--- src/rtl/ecc_cmd_sequencer_if.sv ---
// Host-side push handshake into the ECC command sequencer queue.
// The host drives an entry; the sequencer reports space and occupancy.
interface ecc_cmd_sequencer_if #(
    parameter int DEPTH = 8
);
    localparam int LW = $clog2(DEPTH) + 1;

    logic          push_valid;
    logic [3:0]    push_op;
    logic [2:0]    push_addr;
    logic          push_ready;
    logic [LW-1:0] level;

    modport master (
        output push_valid, push_op, push_addr,
        input  push_ready, level
    );

    modport slave (
        input  push_valid, push_op, push_addr,
        output push_ready, level
    );
endinterface

--- src/rtl/ecc_cmd_sequencer.sv ---
// Queues primitive ECC operations from the host and feeds them to the engine
// one at a time, advancing on the matching completion interrupt.
module ecc_cmd_sequencer #(
    parameter int DEPTH   = 8,
    parameter int TIMEOUT = 4095
) (
    input  logic                clk,
    input  logic                rst,
    ecc_cmd_sequencer_if.slave  host,
    input  logic                run,
    input  logic                abort,
    input  logic                clear_err,
    output logic                busy,
    output logic                done,
    output logic                error,
    output logic [3:0]          err_op,
    output logic [3:0]          command_ECC,
    output logic [2:0]          start_addr,
    input  logic                interupt_sqr,
    input  logic                interupt_red,
    input  logic                interupt_swap,
    input  logic                interupt_mul,
    input  logic                interupt_Xor,
    input  logic                interupt_inv
);
    localparam int AW = $clog2(DEPTH);
    localparam int LW = AW + 1;
    localparam int CW = 12;
    localparam logic [CW-1:0] LAST_WAIT = CW'(TIMEOUT - 1);

    typedef enum logic [1:0] {S_IDLE, S_WAIT, S_GAP, S_ERR} state_t;

    state_t state, state_next;

    logic [6:0]    mem [DEPTH];
    logic [AW-1:0] rd_ptr, wr_ptr;
    logic [LW-1:0] count;
    logic [CW-1:0] wait_cnt;
    logic [3:0]    pend_op;

    logic [3:0] head_op;
    logic [2:0] head_addr;
    logic       head_legal, head_nop, head_take;
    logic       irq_match, push_fire;

    logic       pop, issue, fire_done, flush, set_err, clr_cmd, cnt_inc, load_pend;
    logic [3:0] pend_in;

    assign head_op    = mem[rd_ptr][6:3];
    assign head_addr  = mem[rd_ptr][2:0];
    assign head_nop   = (head_op == 4'd0);
    assign head_legal = !head_nop && (head_op <= 4'd6);

    // Only the sequencer's own IDLE/GAP states ever look at the queue head.
    assign head_take = !abort && (count != '0) &&
                       (((state == S_IDLE) && run) || (state == S_GAP));

    assign host.push_ready = (count != LW'(DEPTH));
    assign host.level      = count;
    assign busy            = (state != S_IDLE);
    assign push_fire       = host.push_valid && host.push_ready && !flush;

    always_comb begin
        irq_match = 1'b0;
        case (command_ECC)
            4'd1:    irq_match = interupt_sqr;
            4'd2:    irq_match = interupt_red;
            4'd3:    irq_match = interupt_swap;
            4'd4:    irq_match = interupt_mul;
            4'd5:    irq_match = interupt_Xor;
            4'd6:    irq_match = interupt_inv;
            default: irq_match = 1'b0;
        endcase
    end

    always_ff @(posedge clk) begin
        if (rst) state <= S_IDLE;
        else     state <= state_next;
    end

    always_comb begin
        state_next = state;
        if (abort) begin
            state_next = S_IDLE;
        end else begin
            case (state)
                S_IDLE, S_GAP: begin
                    if (head_take) begin
                        if (head_legal)    state_next = S_WAIT;
                        else if (head_nop) state_next = S_GAP;
                        else               state_next = S_ERR;
                    end else begin
                        state_next = S_IDLE;
                    end
                end
                S_WAIT: begin
                    if (irq_match)                  state_next = S_GAP;
                    else if (wait_cnt == LAST_WAIT) state_next = S_ERR;
                end
                S_ERR:   state_next = S_IDLE;
                default: state_next = S_IDLE;
            endcase
        end
    end

    // ERR needs the offending opcode one cycle later, so it is parked in pend_op.
    always_comb begin
        pop       = head_take;
        issue     = head_take && head_legal;
        fire_done = !abort && (count == '0) &&
                    (((state == S_IDLE) && run) || (state == S_GAP));
        flush     = abort || (state == S_ERR);
        set_err   = !abort && (state == S_ERR);
        clr_cmd   = flush || ((state == S_WAIT) && irq_match);
        cnt_inc   = !abort && (state == S_WAIT) && !irq_match;
        load_pend = 1'b0;
        pend_in   = pend_op;
        if (head_take && !head_legal && !head_nop) begin
            load_pend = 1'b1;
            pend_in   = head_op;
        end else if (!abort && (state == S_WAIT) && !irq_match && (wait_cnt == LAST_WAIT)) begin
            load_pend = 1'b1;
            pend_in   = command_ECC;
        end
    end

    always_ff @(posedge clk) begin
        if (push_fire) mem[wr_ptr] <= {host.push_op, host.push_addr};
    end

    always_ff @(posedge clk) begin
        if (rst || flush) begin
            rd_ptr <= '0;
            wr_ptr <= '0;
            count  <= '0;
        end else begin
            if (push_fire) wr_ptr <= wr_ptr + AW'(1);
            if (pop)       rd_ptr <= rd_ptr + AW'(1);
            case ({push_fire, pop})
                2'b10:   count <= count + LW'(1);
                2'b01:   count <= count - LW'(1);
                default: count <= count;
            endcase
        end
    end

    always_ff @(posedge clk) begin
        if (rst) begin
            command_ECC <= '0;
            start_addr  <= '0;
            done        <= 1'b0;
            error       <= 1'b0;
            err_op      <= '0;
            wait_cnt    <= '0;
            pend_op     <= '0;
        end else begin
            done <= fire_done;
            if (clr_cmd) begin
                command_ECC <= '0;
            end else if (issue) begin
                command_ECC <= head_op;
                start_addr  <= head_addr;
            end
            if (issue)        wait_cnt <= '0;
            else if (cnt_inc) wait_cnt <= wait_cnt + CW'(1);
            if (load_pend) pend_op <= pend_in;
            // A new error outranks a clear requested in the same cycle.
            if (set_err) begin
                error  <= 1'b1;
                err_op <= pend_op;
            end else if (clear_err) begin
                error  <= 1'b0;
                err_op <= '0;
            end
        end
    end
endmodule

--- src/flat_wrapper.sv ---
// flat-port wrapper written by rule: the top's interface ports become plain ports
module ecc_cmd_sequencer_flat 
#(
    parameter int DEPTH   = 8,
    parameter int TIMEOUT = 4095
)
  (clk, rst, run, abort, clear_err, busy, done, error, err_op, command_ECC, start_addr, interupt_sqr, interupt_red, interupt_swap, interupt_mul, interupt_Xor, interupt_inv, host_push_valid, host_push_op, host_push_addr, host_push_ready, host_level);
  ecc_cmd_sequencer_if #(.DEPTH(DEPTH)) host_i ();
  input  logic clk;
  input  logic rst;
  input  logic run;
  input  logic abort;
  input  logic clear_err;
  output logic busy;
  output logic done;
  output logic error;
  output logic [3:0] err_op;
  output logic [3:0] command_ECC;
  output logic [2:0] start_addr;
  input  logic interupt_sqr;
  input  logic interupt_red;
  input  logic interupt_swap;
  input  logic interupt_mul;
  input  logic interupt_Xor;
  input  logic interupt_inv;
  input wire logic [$bits(host_i.push_valid)-1:0] host_push_valid;
  input wire logic [$bits(host_i.push_op)-1:0] host_push_op;
  input wire logic [$bits(host_i.push_addr)-1:0] host_push_addr;
  output wire logic [$bits(host_i.push_ready)-1:0] host_push_ready;
  output wire logic [$bits(host_i.level)-1:0] host_level;
  assign host_i.push_valid = host_push_valid;
  assign host_i.push_op = host_push_op;
  assign host_i.push_addr = host_push_addr;
  assign host_push_ready = host_i.push_ready;
  assign host_level = host_i.level;
  ecc_cmd_sequencer #(.DEPTH(DEPTH), .TIMEOUT(TIMEOUT)) u_core (.clk(clk), .rst(rst), .host(host_i), .run(run), .abort(abort), .clear_err(clear_err), .busy(busy), .done(done), .error(error), .err_op(err_op), .command_ECC(command_ECC), .start_addr(start_addr), .interupt_sqr(interupt_sqr), .interupt_red(interupt_red), .interupt_swap(interupt_swap), .interupt_mul(interupt_mul), .interupt_Xor(interupt_Xor), .interupt_inv(interupt_inv));
endmodule
--- config.mk ---
export PLATFORM = sky130hd
export DESIGN_NAME = ecc_cmd_sequencer_flat
export DESIGN_NICKNAME = d
export VERILOG_FILES = /design/src/rtl/ecc_cmd_sequencer_if.sv /design/src/rtl/ecc_cmd_sequencer.sv /design/src/flat_wrapper.sv
export SDC_FILE = /design/constraint.sdc
export NUM_CORES = 1
export LEC_CHECK = 0
export BUFFER_PORTS_ARGS = -buffer_cell sky130_fd_sc_hd__buf_2
export CORE_MARGIN = 4
export CORE_UTILIZATION = 53
export DETAILED_ROUTE_END_ITERATION = 8
export PLACE_DENSITY = 0.8
export SYNTH_ARGS = -nofsm -noshare
export SYNTH_HDL_FRONTEND = slang
export SYNTH_SLANG_ARGS = --single-unit
--- constraint.sdc ---
create_clock -name clk -period 2.81 [get_ports clk]
set_clock_uncertainty 0.05 [all_clocks]
set_input_delay 0.4215 -clock clk [delete_from_list [all_inputs] [get_ports clk]]
set_output_delay 0.4215 -clock clk [all_outputs]
set_load 0.05 [all_outputs]
==> impl_results.md <==
- # setup viols final: 0
- Synthesis-to-layout area growth: 12.2%
- Synth async-reset ratio: 0%
- Area of the multi-input gates: 1800 um^2
- WS Path Type: reg2reg
- Die Height: 99.5 um
- GRT Residual Overflow: 0
- VDD IR-drop max: 0.429 mV
- Yosys reg bits: 100
- Hold Crit Class: in2reg
- First-pass GRT wire length: 15200 um
- PwrDens: 500 nW/um^2
- Post-synthesis mux area share: 11.4%
- Post-synthesis cell type count: 61
- Register Area: 2570 um^2
- RSZ-0062 raised after global routing: no
- Antenna cells: 0
- Clock Latency Late Sink: 0.36 ns
- YS warnings: 0
- Worst EP required: 3.05 ns
- Crit share post-route: 91.9%
- Max_slew headroom: 46.1%
- Post-DRT Antenna Nets: 0
- Max-Cap Viols: 0
- Most common flop cell mapped by yosys: edfxtp_1
- Vias per std cell: 5.86
- Clock Tree Buf Depth: 2
- Peak Freq: 387 MHz
- CP endpoint kind: flip-flop
- Global placer's final weighted congestion: 0.848
- Pins Over Slew Limit: 0
- Layout net count: 429
- Cts repair resizes: 0
- Die W: 99.5 um
- CTS root buffer: clkbuf_8
- Reg2reg end: u_core.host.level[2]
- Core area: 8180 um^2
- Sequential fraction of the synthesis area: 57.7%
- Simple-Gate Fraction of Synth Area: 13.5%
- CTS Buf Count: 9
- Synth Area in XOR/XNOR: 1.58%
- Clk slew on worst S/H paths: 0.09 ns
- Critical path arrival: 2.82 ns
- Number of synthesized flops with an enable pin: 56
- Row cnt: 33
- Overall power: 2490 uW
- Worst setup path startpoint: u_core.host.level[2]
- Synth Area in Adders: 1.97%
- Final Hold Viols: 0
- Synth Area in Compound Gates: 11.9%
- Largest net degree at the start of global routing: 18
- Setup crit end: u_core.host.level[2]
- Initial core utilization: 54.3%
- Crit path max fanout: 8
- Outcome: complete, no violations
- Cts-stage hold buffer count: 0
- Layout cells sized above 1: 25.5%
- Largest family of logic cells by synthesized area: simple AND/OR/NAND/NOR gates
- Vias: 3004
- Clk sinks: 100
- # fillers: 653
- Wire per inst: 17.6 um
- Total track usage: 19.6%
- DRT iter0 DRCs: 128
- Worst slew pin tran: 0.796 ns
- R2R cell count: 10
- Setup TNS: 0 ns
- Flop-to-flop setup slack: 0.23 ns
- IO Count: 38
- Port Buffers: 37
- Die area: 9910 um^2
- Remaining DRCs: 0
- CTS tree: yes
- Pre-Repair DR Iteration Count: 4
- Top cells by area, synth: edfxtp_1, dfxtp_1, mux4_2
- Reg-to-Reg Start: u_core.host.level[2]
- Initial antenna violation count: 0
- Syn Nets: 378
- Number of global-route vias before repair: 3021
- Synth top area share: 37.9%
- DRT Wirelength: 9020 um
- Setup Buffers After CTS: 0
- DP HPWL: 6420 um
- LEAKAGE: 0.00165 uW
- H-tree depth: 3
- Avg Cell Area, Syn: 12.6 um^2
- Post-Synthesis Cells: 352
- Minimum clock period: 2.58 ns
- Synth area leader: edfxtp_1
- Critical Path Source Type: flip-flop
- Post-Syn Area: 4440 um^2
[where the power goes]
group	internal, uW	leakage (uW)	total (uW)	switching [uW]
clock	326	0.0000828	821	494
sequential	1550	0.000863	1560	5.65
combinational	40.8	0.000709	115	73.9
total	1920	0.00165	2490	574
[how the worst min path moves through the flow]
stage / endpoint / from / depth (start not counted)
detailed placement: u_core.err_op[1] / u_core.pend_op[1] / 2
global placement: u_core.error / u_core.error / 2
floorplan: flip-flop / u_core.rd_ptr[1] / 2
global route: u_core.mem[7][3] / host_push_op[0] / 1
CTS: u_core.mem[3][5] / host_push_op[2] / 1
finish: u_core.mem[7][2] / host_push_addr[2] / 1
[stage by stage]
stage	cell area (um^2)	setup WS, ns	std cells	utilization (%)	hold WS [ns]
2_1_floorplan	4450	0.0611	352	-	0.404
3_3_place_gp	4810	0.310	497	58.8	0.418
3_5_place_dp	4810	0.227	497	58.8	0.427
4_1_cts	4980	0.219	513	60.9	0.250
5_1_grt	4980	0.0490	513	60.9	0.257
6_report	4980	0.228	513	60.9	0.272
[metal layers]
metal / track usage (%) / wire length [um] / share of wire [%]
met5: 0 / 0 / 0
met4: 4.20 / 114 / 1.3
met3: 4.77 / 481 / 5.3
met2: 34.6 / 4600 / 51
met1: 24.5 / 3820 / 42
[Yosys cell counts, drive strengths merged, types with 5 or more instances]
cell type / n
nand2b: 8
nor3: 6
o21bai: 6
nor2: 28
a211oi: 6
dfxtp: 44
buf: 6
nand2: 25
o21ai: 15
nand3: 7
mux4: 14
or3: 11
a21oi: 27
mux2i: 11
inv: 6
xor2: 7
nor3b: 6
edfxtp: 56
clkbuf: 5
ha: 7
[layout by cell type, fill, tap and decap left out, types with 3 or more instances in the layout]
master / n
a211oi_1: 6
a21oi_1: 22
a21oi_2: 5
a221oi_1: 3
a31oi_1: 4
buf_2: 37
buf_4: 14
clkbuf_8: 9
dfxtp_1: 40
dfxtp_2: 4
edfxtp_1: 56
ha_1: 7
inv_1: 4
mux2_2: 4
mux2i_1: 8
mux2i_4: 3
mux4_2: 14
nand2_1: 25
nand2b_1: 8
nand3_1: 6
nand4_1: 3
nor2_1: 27
nor3_1: 6
nor3b_1: 6
o21ai_0: 13
o21bai_1: 6
or3_1: 11
xor2_1: 7
[final cells by class]
class                   instances  share of cell area [%]
multi-input cells             235                    36.0
inverters                       6                   0.452
clock buffers                   9                    2.49
repair buffers                 51                    5.83
flip-flops and latches        100                    51.5
well taps                     105                    2.64
clock inverters                 7                    1.03
[registers in the layout, summed over array words and instances, names as in the netlist, named ones only]
name,flops
u_core.wr_ptr,3
u_core.error,1
u_core.done,1
u_core.mem,56
u_core.state,2
u_core.pend_op,4
u_core.rd_ptr,3
u_core.command_ECC,4
u_core.wait_cnt,12
u_core.host.level,4
u_core.start_addr,3
u_core.err_op,4
[critical path: stages (launching register included)]
cell and delay [ns]:
dfxtp_2 0.37, or4b_4 0.54, and4b_1 0.27, inv_2 0.10
ha_1 0.24, xor2_1 0.16, ha_1 0.16, a21oi_1 0.04
xor2_1 0.15, or3_1 0.30, a21oi_1 0.13
[kinds of logic after synthesis]
logic type,count (synthesis)
simple gates,113
flops,100
compound gates,78
mux,29
buf+inv,17
xor+xnor,8
fa+ha+maj,7
No activity file was read; power rests on OpenSTA's default activity.
